$ cat src/rtl/vga_pattern_gen_if.sv
// Video output bus of vga_pattern_gen: registered timing, coordinates and pixel colour.
// There is no valid/ready handshake: the source drives every pixel clock, de_o qualifies pixel data.
interface vga_pattern_gen_if #(
  parameter int HSZ = 10,
  parameter int VSZ = 10,
  parameter int CW  = 4
);
  logic [HSZ-1:0] hcount_o;
  logic [VSZ-1:0] vcount_o;
  logic           de_o;
  logic           hsync_o;
  logic           vsync_o;
  logic [CW-1:0]  r_o;
  logic [CW-1:0]  g_o;
  logic [CW-1:0]  b_o;
  logic           frame_start_o;
  logic [7:0]     frame_cnt_o;

  modport master (
    output hcount_o, vcount_o, de_o, hsync_o, vsync_o,
           r_o, g_o, b_o, frame_start_o, frame_cnt_o
  );

  modport slave (
    input  hcount_o, vcount_o, de_o, hsync_o, vsync_o,
           r_o, g_o, b_o, frame_start_o, frame_cnt_o
  );
endinterface

$ cat src/rtl/vga_pattern_gen.sv
// Parametrised VGA timing generator with a built-in five-pattern test source.
// Optional macro VGA_PAT_BORDER_EN: forces a white 1-pixel frame around the active area.
module vga_pattern_gen #(
  parameter int HRES     = 640,
  parameter int HFP      = 16,
  parameter int HSW      = 96,
  parameter int HBP      = 48,
  parameter int VRES     = 480,
  parameter int VFP      = 10,
  parameter int VSW      = 2,
  parameter int VBP      = 33,
  parameter bit HS_POL   = 1'b0,
  parameter bit VS_POL   = 1'b0,
  parameter int CW       = 4,
  parameter int CHK_LOG2 = 5,
  localparam int H_TOTAL = HRES + HFP + HSW + HBP,
  localparam int V_TOTAL = VRES + VFP + VSW + VBP,
  localparam int HSZ     = $clog2(H_TOTAL),
  localparam int VSZ     = $clog2(V_TOTAL)
) (
  input  logic            clk_i,
  input  logic            rst_i,
  input  logic [2:0]      mode_i,
  input  logic [3*CW-1:0] color_i,
  vga_pattern_gen_if.master vid
);

  localparam int BAR_W = HRES / 8;

  // Ramp = floor(h * 2**CW / HRES) via a constant multiply; a fraction of
  // 2*HSZ bits keeps the rounding error below the smallest step for h < HRES.
  localparam int          RAMP_S = 2 * HSZ;
  localparam logic [63:0] RAMP_K = ((64'd1 << (RAMP_S + CW)) + 64'(HRES) - 64'd1) / 64'(HRES);

  localparam logic [3*CW-1:0] WHITE = {(3*CW){1'b1}};

  logic [HSZ-1:0]  h;
  logic [VSZ-1:0]  v;
  logic [7:0]      frame_cnt;
  logic [2:0]      mode_q;
  logic [3*CW-1:0] color_q;
  logic [HSZ-1:0]  scroll_off;

  logic            line_end;
  logic            frame_end;
  logic            de_c;
  logic            hs_act;
  logic            vs_act;
  logic [CW-1:0]   ramp;
  logic [31:0]     scroll_x;
  logic [3*CW-1:0] pix;

  function automatic logic [2:0] bar_idx(input logic [31:0] x);
    logic [2:0] idx;
    idx = 3'd0;
    for (int i = 1; i < 8; i++) begin
      if (x >= 32'(i * BAR_W)) idx = 3'(i);
    end
    return idx;
  endfunction

  function automatic logic [3*CW-1:0] bar_rgb(input logic [2:0] idx);
    return {{CW{idx[2]}}, {CW{idx[1]}}, {CW{idx[0]}}};
  endfunction

  assign line_end  = (32'(h) == 32'(H_TOTAL - 1));
  assign frame_end = line_end && (32'(v) == 32'(V_TOTAL - 1));

  // Counters, per-frame pattern settings and the scroll offset, which tracks
  // frame_cnt mod HRES incrementally so the scrolling pattern needs no divider.
  always_ff @(posedge clk_i) begin
    if (rst_i) begin
      h          <= '0;
      v          <= '0;
      frame_cnt  <= '0;
      mode_q     <= '0;
      color_q    <= '0;
      scroll_off <= '0;
    end else begin
      h <= line_end ? '0 : h + 1'b1;
      if (line_end) v <= frame_end ? '0 : v + 1'b1;
      if (frame_end) begin
        frame_cnt <= frame_cnt + 8'd1;
        mode_q    <= mode_i;
        color_q   <= color_i;
        if (frame_cnt == 8'hFF || 32'(scroll_off) == 32'(HRES - 1)) scroll_off <= '0;
        else                                                          scroll_off <= scroll_off + 1'b1;
      end
    end
  end

  assign de_c   = (32'(h) < 32'(HRES)) && (32'(v) < 32'(VRES));
  assign hs_act = (32'(h) >= 32'(HRES + HFP)) && (32'(h) < 32'(HRES + HFP + HSW));
  assign vs_act = (32'(v) >= 32'(VRES + VFP)) && (32'(v) < 32'(VRES + VFP + VSW));
  assign ramp   = CW'((64'(h) * RAMP_K) >> RAMP_S);

  // Both operands are below HRES inside the active area, so one subtract wraps.
  always_comb begin
    scroll_x = 32'(h) + 32'(scroll_off);
    if (scroll_x >= 32'(HRES)) scroll_x = scroll_x - 32'(HRES);
  end

  always_comb begin
    pix = '0;
    case (mode_q)
      3'd0:    pix = color_q;
      3'd1:    pix = bar_rgb(bar_idx(32'(h)));
      3'd2:    pix = (h[CHK_LOG2] ^ v[CHK_LOG2]) ? WHITE : '0;
      3'd3:    pix = {3{ramp}};
      3'd4:    pix = bar_rgb(bar_idx(scroll_x));
      default: pix = '0;
    endcase
`ifdef VGA_PAT_BORDER_EN
    if (h == '0 || 32'(h) == 32'(HRES - 1) || v == '0 || 32'(v) == 32'(VRES - 1)) pix = WHITE;
`endif
    if (!de_c) pix = '0;
  end

  // Single output register stage keeps every output aligned to the same pixel.
  always_ff @(posedge clk_i) begin
    if (rst_i) begin
      vid.hcount_o      <= '0;
      vid.vcount_o      <= '0;
      vid.de_o          <= 1'b0;
      vid.hsync_o       <= ~HS_POL;
      vid.vsync_o       <= ~VS_POL;
      vid.r_o           <= '0;
      vid.g_o           <= '0;
      vid.b_o           <= '0;
      vid.frame_start_o <= 1'b0;
      vid.frame_cnt_o   <= '0;
    end else begin
      vid.hcount_o      <= h;
      vid.vcount_o      <= v;
      vid.de_o          <= de_c;
      vid.hsync_o       <= hs_act ? HS_POL : ~HS_POL;
      vid.vsync_o       <= vs_act ? VS_POL : ~VS_POL;
      vid.r_o           <= pix[3*CW-1:2*CW];
      vid.g_o           <= pix[2*CW-1:CW];
      vid.b_o           <= pix[CW-1:0];
      vid.frame_start_o <= (h == '0) && (v == '0);
      vid.frame_cnt_o   <= frame_cnt;
    end
  end

endmodule

$ cat src/flat_wrapper.sv
// flat-port wrapper written by rule: the top's interface ports become plain ports
module vga_pattern_gen_flat 
#(
  parameter int HRES     = 640,
  parameter int HFP      = 16,
  parameter int HSW      = 96,
  parameter int HBP      = 48,
  parameter int VRES     = 480,
  parameter int VFP      = 10,
  parameter int VSW      = 2,
  parameter int VBP      = 33,
  parameter bit HS_POL   = 1'b0,
  parameter bit VS_POL   = 1'b0,
  parameter int CW       = 4,
  parameter int CHK_LOG2 = 5,
  localparam int H_TOTAL = HRES + HFP + HSW + HBP,
  localparam int V_TOTAL = VRES + VFP + VSW + VBP,
  localparam int HSZ     = $clog2(H_TOTAL),
  localparam int VSZ     = $clog2(V_TOTAL)
)
  (clk_i, rst_i, mode_i, color_i, vid_hcount_o, vid_vcount_o, vid_de_o, vid_hsync_o, vid_vsync_o, vid_r_o, vid_g_o, vid_b_o, vid_frame_start_o, vid_frame_cnt_o);
  vga_pattern_gen_if #(.HSZ(($clog2((HRES + HFP + HSW + HBP)))), .VSZ(($clog2((VRES + VFP + VSW + VBP)))), .CW(CW)) vid_i ();
  input  logic clk_i;
  input  logic rst_i;
  input  logic [2:0] mode_i;
  input  logic [3*CW-1:0] color_i;
  output wire logic [$bits(vid_i.hcount_o)-1:0] vid_hcount_o;
  output wire logic [$bits(vid_i.vcount_o)-1:0] vid_vcount_o;
  output wire logic [$bits(vid_i.de_o)-1:0] vid_de_o;
  output wire logic [$bits(vid_i.hsync_o)-1:0] vid_hsync_o;
  output wire logic [$bits(vid_i.vsync_o)-1:0] vid_vsync_o;
  output wire logic [$bits(vid_i.r_o)-1:0] vid_r_o;
  output wire logic [$bits(vid_i.g_o)-1:0] vid_g_o;
  output wire logic [$bits(vid_i.b_o)-1:0] vid_b_o;
  output wire logic [$bits(vid_i.frame_start_o)-1:0] vid_frame_start_o;
  output wire logic [$bits(vid_i.frame_cnt_o)-1:0] vid_frame_cnt_o;
  assign vid_hcount_o = vid_i.hcount_o;
  assign vid_vcount_o = vid_i.vcount_o;
  assign vid_de_o = vid_i.de_o;
  assign vid_hsync_o = vid_i.hsync_o;
  assign vid_vsync_o = vid_i.vsync_o;
  assign vid_r_o = vid_i.r_o;
  assign vid_g_o = vid_i.g_o;
  assign vid_b_o = vid_i.b_o;
  assign vid_frame_start_o = vid_i.frame_start_o;
  assign vid_frame_cnt_o = vid_i.frame_cnt_o;
  vga_pattern_gen #(.HRES(HRES), .HFP(HFP), .HSW(HSW), .HBP(HBP), .VRES(VRES), .VFP(VFP), .VSW(VSW), .VBP(VBP), .HS_POL(HS_POL), .VS_POL(VS_POL), .CW(CW), .CHK_LOG2(CHK_LOG2)) u_core (.clk_i(clk_i), .rst_i(rst_i), .mode_i(mode_i), .color_i(color_i), .vid(vid_i));
endmodule
$ cat config.mk
export PLATFORM = sky130hd
export DESIGN_NAME = vga_pattern_gen_flat
export DESIGN_NICKNAME = d
export VERILOG_FILES = /design/src/rtl/vga_pattern_gen_if.sv /design/src/rtl/vga_pattern_gen.sv /design/src/flat_wrapper.sv
export SDC_FILE = /design/constraint.sdc
export NUM_CORES = 1
export LEC_CHECK = 0
export CORE_ASPECT_RATIO = 1.5
export CORE_MARGIN = 2
export CORE_UTILIZATION = 59
export CTS_BUF_LIST = sky130_fd_sc_hd__clkbuf_4 sky130_fd_sc_hd__clkbuf_8 sky130_fd_sc_hd__clkbuf_16
export CTS_CLUSTER_SIZE = 40
export DETAILED_ROUTE_END_ITERATION = 7
export PLACE_DENSITY = 0.81
export SLEW_MARGIN = 20
export SYNTH_ARGS = -nofsm -noshare
export SYNTH_HDL_FRONTEND = slang
export SYNTH_SLANG_ARGS = --single-unit
$ cat constraint.sdc
create_clock -name clk_i -period 7.1 [get_ports clk_i]
set_clock_uncertainty 0.15 [all_clocks]
set_input_delay 0.71 -clock clk_i [delete_from_list [all_inputs] [get_ports clk_i]]
set_output_delay 0.71 -clock clk_i [all_outputs]
set_load 0.01 [all_outputs]
# Word-level counts from Yosys, hierarchy flattened
# Index checks and enable logic that the tools add are counted.
# classes
n_bitwise	2
n_mul	1
n_reduce_logical	11
n_eq_ne	8
mux	21
addsub	6
order_cmp	21
# op_table
operator	count
32-bit by 9-bit >= comparator with 1-bit output (second input constant)	3
32-bit by 10-bit >= comparator with 1-bit output (second input constant)	2
32-bit by 8-bit >= comparator with 1-bit output (second input constant)	2
12-bit case mux with 5 select lines	1
10-bit by 9-bit >= comparator with 1-bit output (second input constant)	4
32-bit by 7-bit >= comparator with 1-bit output (second input constant)	1
32-bit 2-to-1 mux	1
32-bit by 10-bit subtractor with 32-bit output (second input constant)	1
10-bit by 1-bit adder with 10-bit output (second input constant)	3
10-bit equality test (second input constant)	3
10-bit by 15-bit multiplier with 24-bit output (second input constant)	1
3-bit 2-to-1 mux	8
10-bit >= comparator (second input constant)	2
10-bit by 8-bit >= comparator with 1-bit output (second input constant)	2
10-bit zero test	2
10-bit less-than comparator (second input constant)	2
10-bit by 9-bit less-than comparator with 1-bit output (second input constant)	2
10-bit 2-to-1 mux	2
12-bit 2-to-1 mux	1
10-bit by 10-bit adder with 11-bit output	1
10-bit by 7-bit >= comparator with 1-bit output (second input constant)	1
8-bit by 1-bit adder with 8-bit output (second input constant)	1
8-bit equality test (second input constant)	1
2-bit 2-to-1 mux	4
other kinds (10)	19
# word_totals
ff_bits	97
output_inout_bits	44
elab_cells	86
input_bits	17

# Logic depth before layout (Yosys ltp)
# logic_depth
ltp_word	12
depth_mapped	20
ltp_nobuf	20

# Worst setup path before layout
# No wires, ideal clock.
# synth_path
path_kind	register to register
from	reg u_core.h[8]
to	reg u_core.vid.b_o[3] (netlist bit)
setup_slack_ps	2050
required_ps	6869
stages_incl_launch_ff	19
setup_ps	81
period_less_slack_ps	5050
arrival_ps	4819
path_buffers	0
path_cell_list	dfxtp_1 inv_1 ha_1 fa_1 inv_1 fa_1 inv_1 fa_1 fa_1 ha_1 a21o_1 a21oi_1 o221ai_1 a221oi_1 o21bai_1 a21oi_1 xnor2_1 nand2_1 a41oi_1
# synth_between
elab_chain_len	12
elab_cells_between_ends	38
classes_between	add/sub: 2; mul: 1; order compare: 16; mux: 16; bitwise: 1; reduce/logical: 2
# synth_lines
element	line_no	source
from (decl)	vga_pattern_gen.sv:37	logic [HSZ-1:0] h;
from (signal assigned)	vga_pattern_gen.sv:80	h <= line_end ? '0 : h + 1'b1;
10-bit by 10-bit adder with 11-bit output	vga_pattern_gen.sv:99	scroll_x = 32'(h) + 32'(scroll_off);
32-bit by 10-bit subtractor with 32-bit output / 32-bit by 10-bit >= comparator with 1-bit output (equally long branches)	vga_pattern_gen.sv:100	if (scroll_x >= 32'(HRES)) scroll_x = scroll_x - 32'(HRES);
32-bit 2-to-1 mux	vga_pattern_gen.sv:100	
32-bit by 7-bit >= comparator with 1-bit output	vga_pattern_gen.sv:57	if (x >= 32'(i * BAR_W)) idx = 3'(i);
1-bit 2-to-1 mux	vga_pattern_gen.sv:57	
2-bit 2-to-1 mux (2 in a row)	vga_pattern_gen.sv:57	
3-bit 2-to-1 mux (4 in a row)	vga_pattern_gen.sv:57	
12-bit case mux with 5 select lines	vga_pattern_gen.sv:105	case (mode_q)
to (signal assigned)	vga_pattern_gen.sv:140	vid.b_o <= pix[CW-1:0];
to (decl)	vga_pattern_gen_if.sv:21	r_o, g_o, b_o, frame_start_o, frame_cnt_o
# Parallel ways exist; a longest one is shown, timed or not.
# A chain may end at the register's enable or synchronous reset.

# Worst setup path after layout
# layout_path
from	reg u_core.h[4]
to	reg u_core.vid.b_o[3] (netlist bit)
# Same word-level chain as after synthesis.

==> metrics.txt <==
status finished clean; worst vdd ir just over 0.1 mV; largest family of logic cells by synthesized area adder cells; crit path launch type register; Residual DRC 0; Initial Util about three fifths; Fillers 919; Hold Buf Count CTS 0; die footprint roughly 12,000 sq um; Worst Path Required slightly above 7 ns; routed vias/inst roughly 5.8; placed instance area approximately 7400 sq um; Leakage Power between 3 and 4 nW; Yosys Warn Count 0; die height 134.8 microns; Post-CTS Repair Setup Buffers 0; Global Route Usage Sum a little over a quarter; via count ~5,600; final-stage net count between 900 and 1,000; CP max stage delay ~0.6 ns; Buf/Inv on CP 3; worst slew pin tran roughly 1.1 ns; Yosys reg bits 97; routability congestion estimate 0.9432; Post-synth EDFFs 0; critical path type register to register; top-area cell type share of the netlist area between 20 and 30%; crit end category register; final WL between 15,000 and 20,000 microns; clock tree root driver cell clkbuf_16; I/O pins 61; DR pass1 iterations 5; CP max-delay cell dfxtp_1; CP cell instances inv_1 > ha_1 > fa_1 > inv_1 > fa_1 > inv_1 > fa_1 > fa_1 > ha_1 > a21o_1 > a21oi_1 > o221ai_1 > a221oi_1 > o21bai_1 > a21oi_1 > xnor2_1 > nand2_1 > a41oi_1; syn avg cell area 8.951 sq um; Max Cap Viol 0; xor/xnor share of the synthesized area 4.814%; first-pass GRT wire length roughly 26,000 microns; post-synthesis sequential area ratio 28.85%; post-layout min period around 5.8 ns; Synth Area in Simple Gates a little under a fifth; Syn-to-layout area delta 14.87%; most frequent cells after synthesis dfxtp_1 (97), ha_1 (96), nand2_1 (88); # setup viols final 0; post-synthesis adder-cell area fraction between 20 and 30%; pin count of the biggest net entering global routing 62; CTS Buffer Depth 2; WL/cell 16.92 microns; Yosys top cell by area dfxtp_1; # port buffers 60; Die W 91.22 microns; power per cell area ~140 nW/um^2; Worst Hold Class register to register; detailed placer's ending HPWL 12,780 microns; Slew Limit Fails 0; Overflow after GRT 0; relative slew slack about 28%; Most used DFF post-synth dfxtp_1; total CTS buffers 9; Synth area leaders dfxtp_1 (29%), ha_1 (18%), fa_1 (11%); ANT cells 0; WHS slightly above 0.3 ns; Final Hold Viols 0; core box area ~11,000 sq um; RSZ-0062 raised after global routing no; Design Area, Final just under 8000 sq um; clk_lat worst skew between 0.3 and 0.4 ns; Post-synth ARST share 0%; Syn Nets 901; initial antenna violation count 0; Clock Sinks 97; crit-path leading delay family adder cells; top-count cell post-synth dfxtp_1; vias in the first global route roughly 5,700; H-Tree Depth 3; Distinct cells, synth 66; CTS tree built; Iter 0 DRT Violations approximately 250; most frequent CP cell fa_1; Fin Setup TNS 0 ns; share of cells above drive strength 1 ~4.3%; Post-Syn Instances 752; Gates resized, CTS repair 0; Cell Area, Synth around 6700 sq um; fmax 0.1739 GHz; post-synthesis mux area share less than 1%; Worst-path clk slew 0.07 ns; Antenna Nets Post-Route 0; row count 47; Final period util between 80% and 90%; critical-path maximum fanout 9; post-synthesis compound-gate area fraction a little over an eighth; WP data arrival approximately 5.9 ns
-- power by group --
group          switching (mW)  internal (mW)
Sequential            0.00601          0.547
Combinational          0.0452         0.0342
Clock                   0.225          0.244
-- cell type report --
type | count | area [sq um] | share of cell area, %
Clock inverter | 7 | 62.56 | 0.8091
Timing Repair Buffer | 61 | 603.1 | 7.799
Inverter | 77 | 289.0 | 3.738
Multi-Input combinational cell | 558 | 4427 | 57.25
Sequential cell | 97 | 1942 | 25.11
Clock buffer | 9 | 225.2 | 2.913
Tap cell | 147 | 183.9 | 2.379
-- state kept, by name, indices dropped and copies added, names as in the netlist, 4 cells and up --
| signal | count |
|---|---|
| u_core.color_q | 12 |
| u_core.h | 10 |
| u_core.scroll_off | 10 |
| u_core.v | 10 |
| u_core.vid.hcount_o | 10 |
| u_core.vid.vcount_o | 10 |
| u_core.frame_cnt | 8 |
| u_core.vid.frame_cnt_o | 8 |
| u_core.vid.b_o | 4 |
| u_core.vid.g_o | 4 |
| u_core.vid.r_o | 4 |
-- through the flow --
stage / std cells / worst slack, ns / power [mW] / utilization [%]
after detailed placement: 940 / 1.419 / 0.6448 / 67.29
after global routing: 956 / 0.9892 / 1.136 / 69.94
final: 956 / 1.348 / 1.101 / 69.94
after CTS: 956 / 1.397 / 1.107 / 69.90
after global placement: 940 / 1.673 / 0.6399 / 67.29
after floorplan: 752 / 2.050 / 0.6126 / -
-- worst reg2reg max path, stage by stage (launching register included) --
cell      delay, ns
dfxtp_1        0.59
inv_1          0.23
ha_1           0.42
fa_1           0.54
inv_1          0.07
fa_1           0.52
inv_1          0.05
fa_1           0.49
fa_1           0.43
ha_1           0.32
a21o_1         0.16
a21oi_1        0.15
o221ai_1       0.19
a221oi_1       0.55
o21bai_1       0.17
a21oi_1        0.22
xnor2_1        0.13
nand2_1        0.10
a41oi_1        0.19
-- metal layers --
metal | routed length, microns | up-vias | part of all wire (%) | track usage [%]
li1 | - | 2687 | - | -
met1 | 6166 | 2617 | 38 | 28.68
met2 | 8425 | 181 | 52 | 48.81
met3 | 634 | 66 | 3.9 | 3.739
met4 | 944 | 0 | 5.8 | 17.85
met5 | 0 | - | 0 | 0
-- cell usage in the layout (no fill, tap or decap), drive strengths merged, types with 5 or more instances in the layout --
cell,netlist,final
a21oi,37,37
and3,5,5
and2,6,6
o21ai,19,19
ha,96,96
clkbuf,16,9
nand4,16,16
a31oi,12,12
a41oi,5,5
nor3,11,11
inv,77,79
a211oi,8,8
or3,5,5
xnor2,19,19
nor2b,18,18
clkdlybuf4s50,0,59
nor2,61,61
nand2b,5,5
fa,36,36
nand3,20,20
dfxtp,97,97
a21o,5,5
xor2,18,18
nand2,88,88
-- path summary, 6_finish.rpt --
check                                        from           endpoint  slack, ns  cells past startpoint
worst max-delay path                  u_core.h[4]  u_core.vid.b_o[3]       1.35                     18
worst min-delay path            u_core.color_q[3]  u_core.color_q[3]       0.31                      2
worst max register to register        u_core.h[4]  u_core.vid.b_o[3]       1.35                     18
worst min register to register  u_core.color_q[3]  u_core.color_q[3]       0.31                      2
-- kinds of logic after synthesis --
kind of cell | Yosys count
AO/OA/AOI/OAI | 130
multiplexers | 4
adder cells (fa/ha/maj) | 133
AND/OR/NAND/NOR | 254
buffers and inverters | 97
XOR/XNOR | 37
flip-flops | 97
Note: power is estimated with default switching activity, not from simulation.
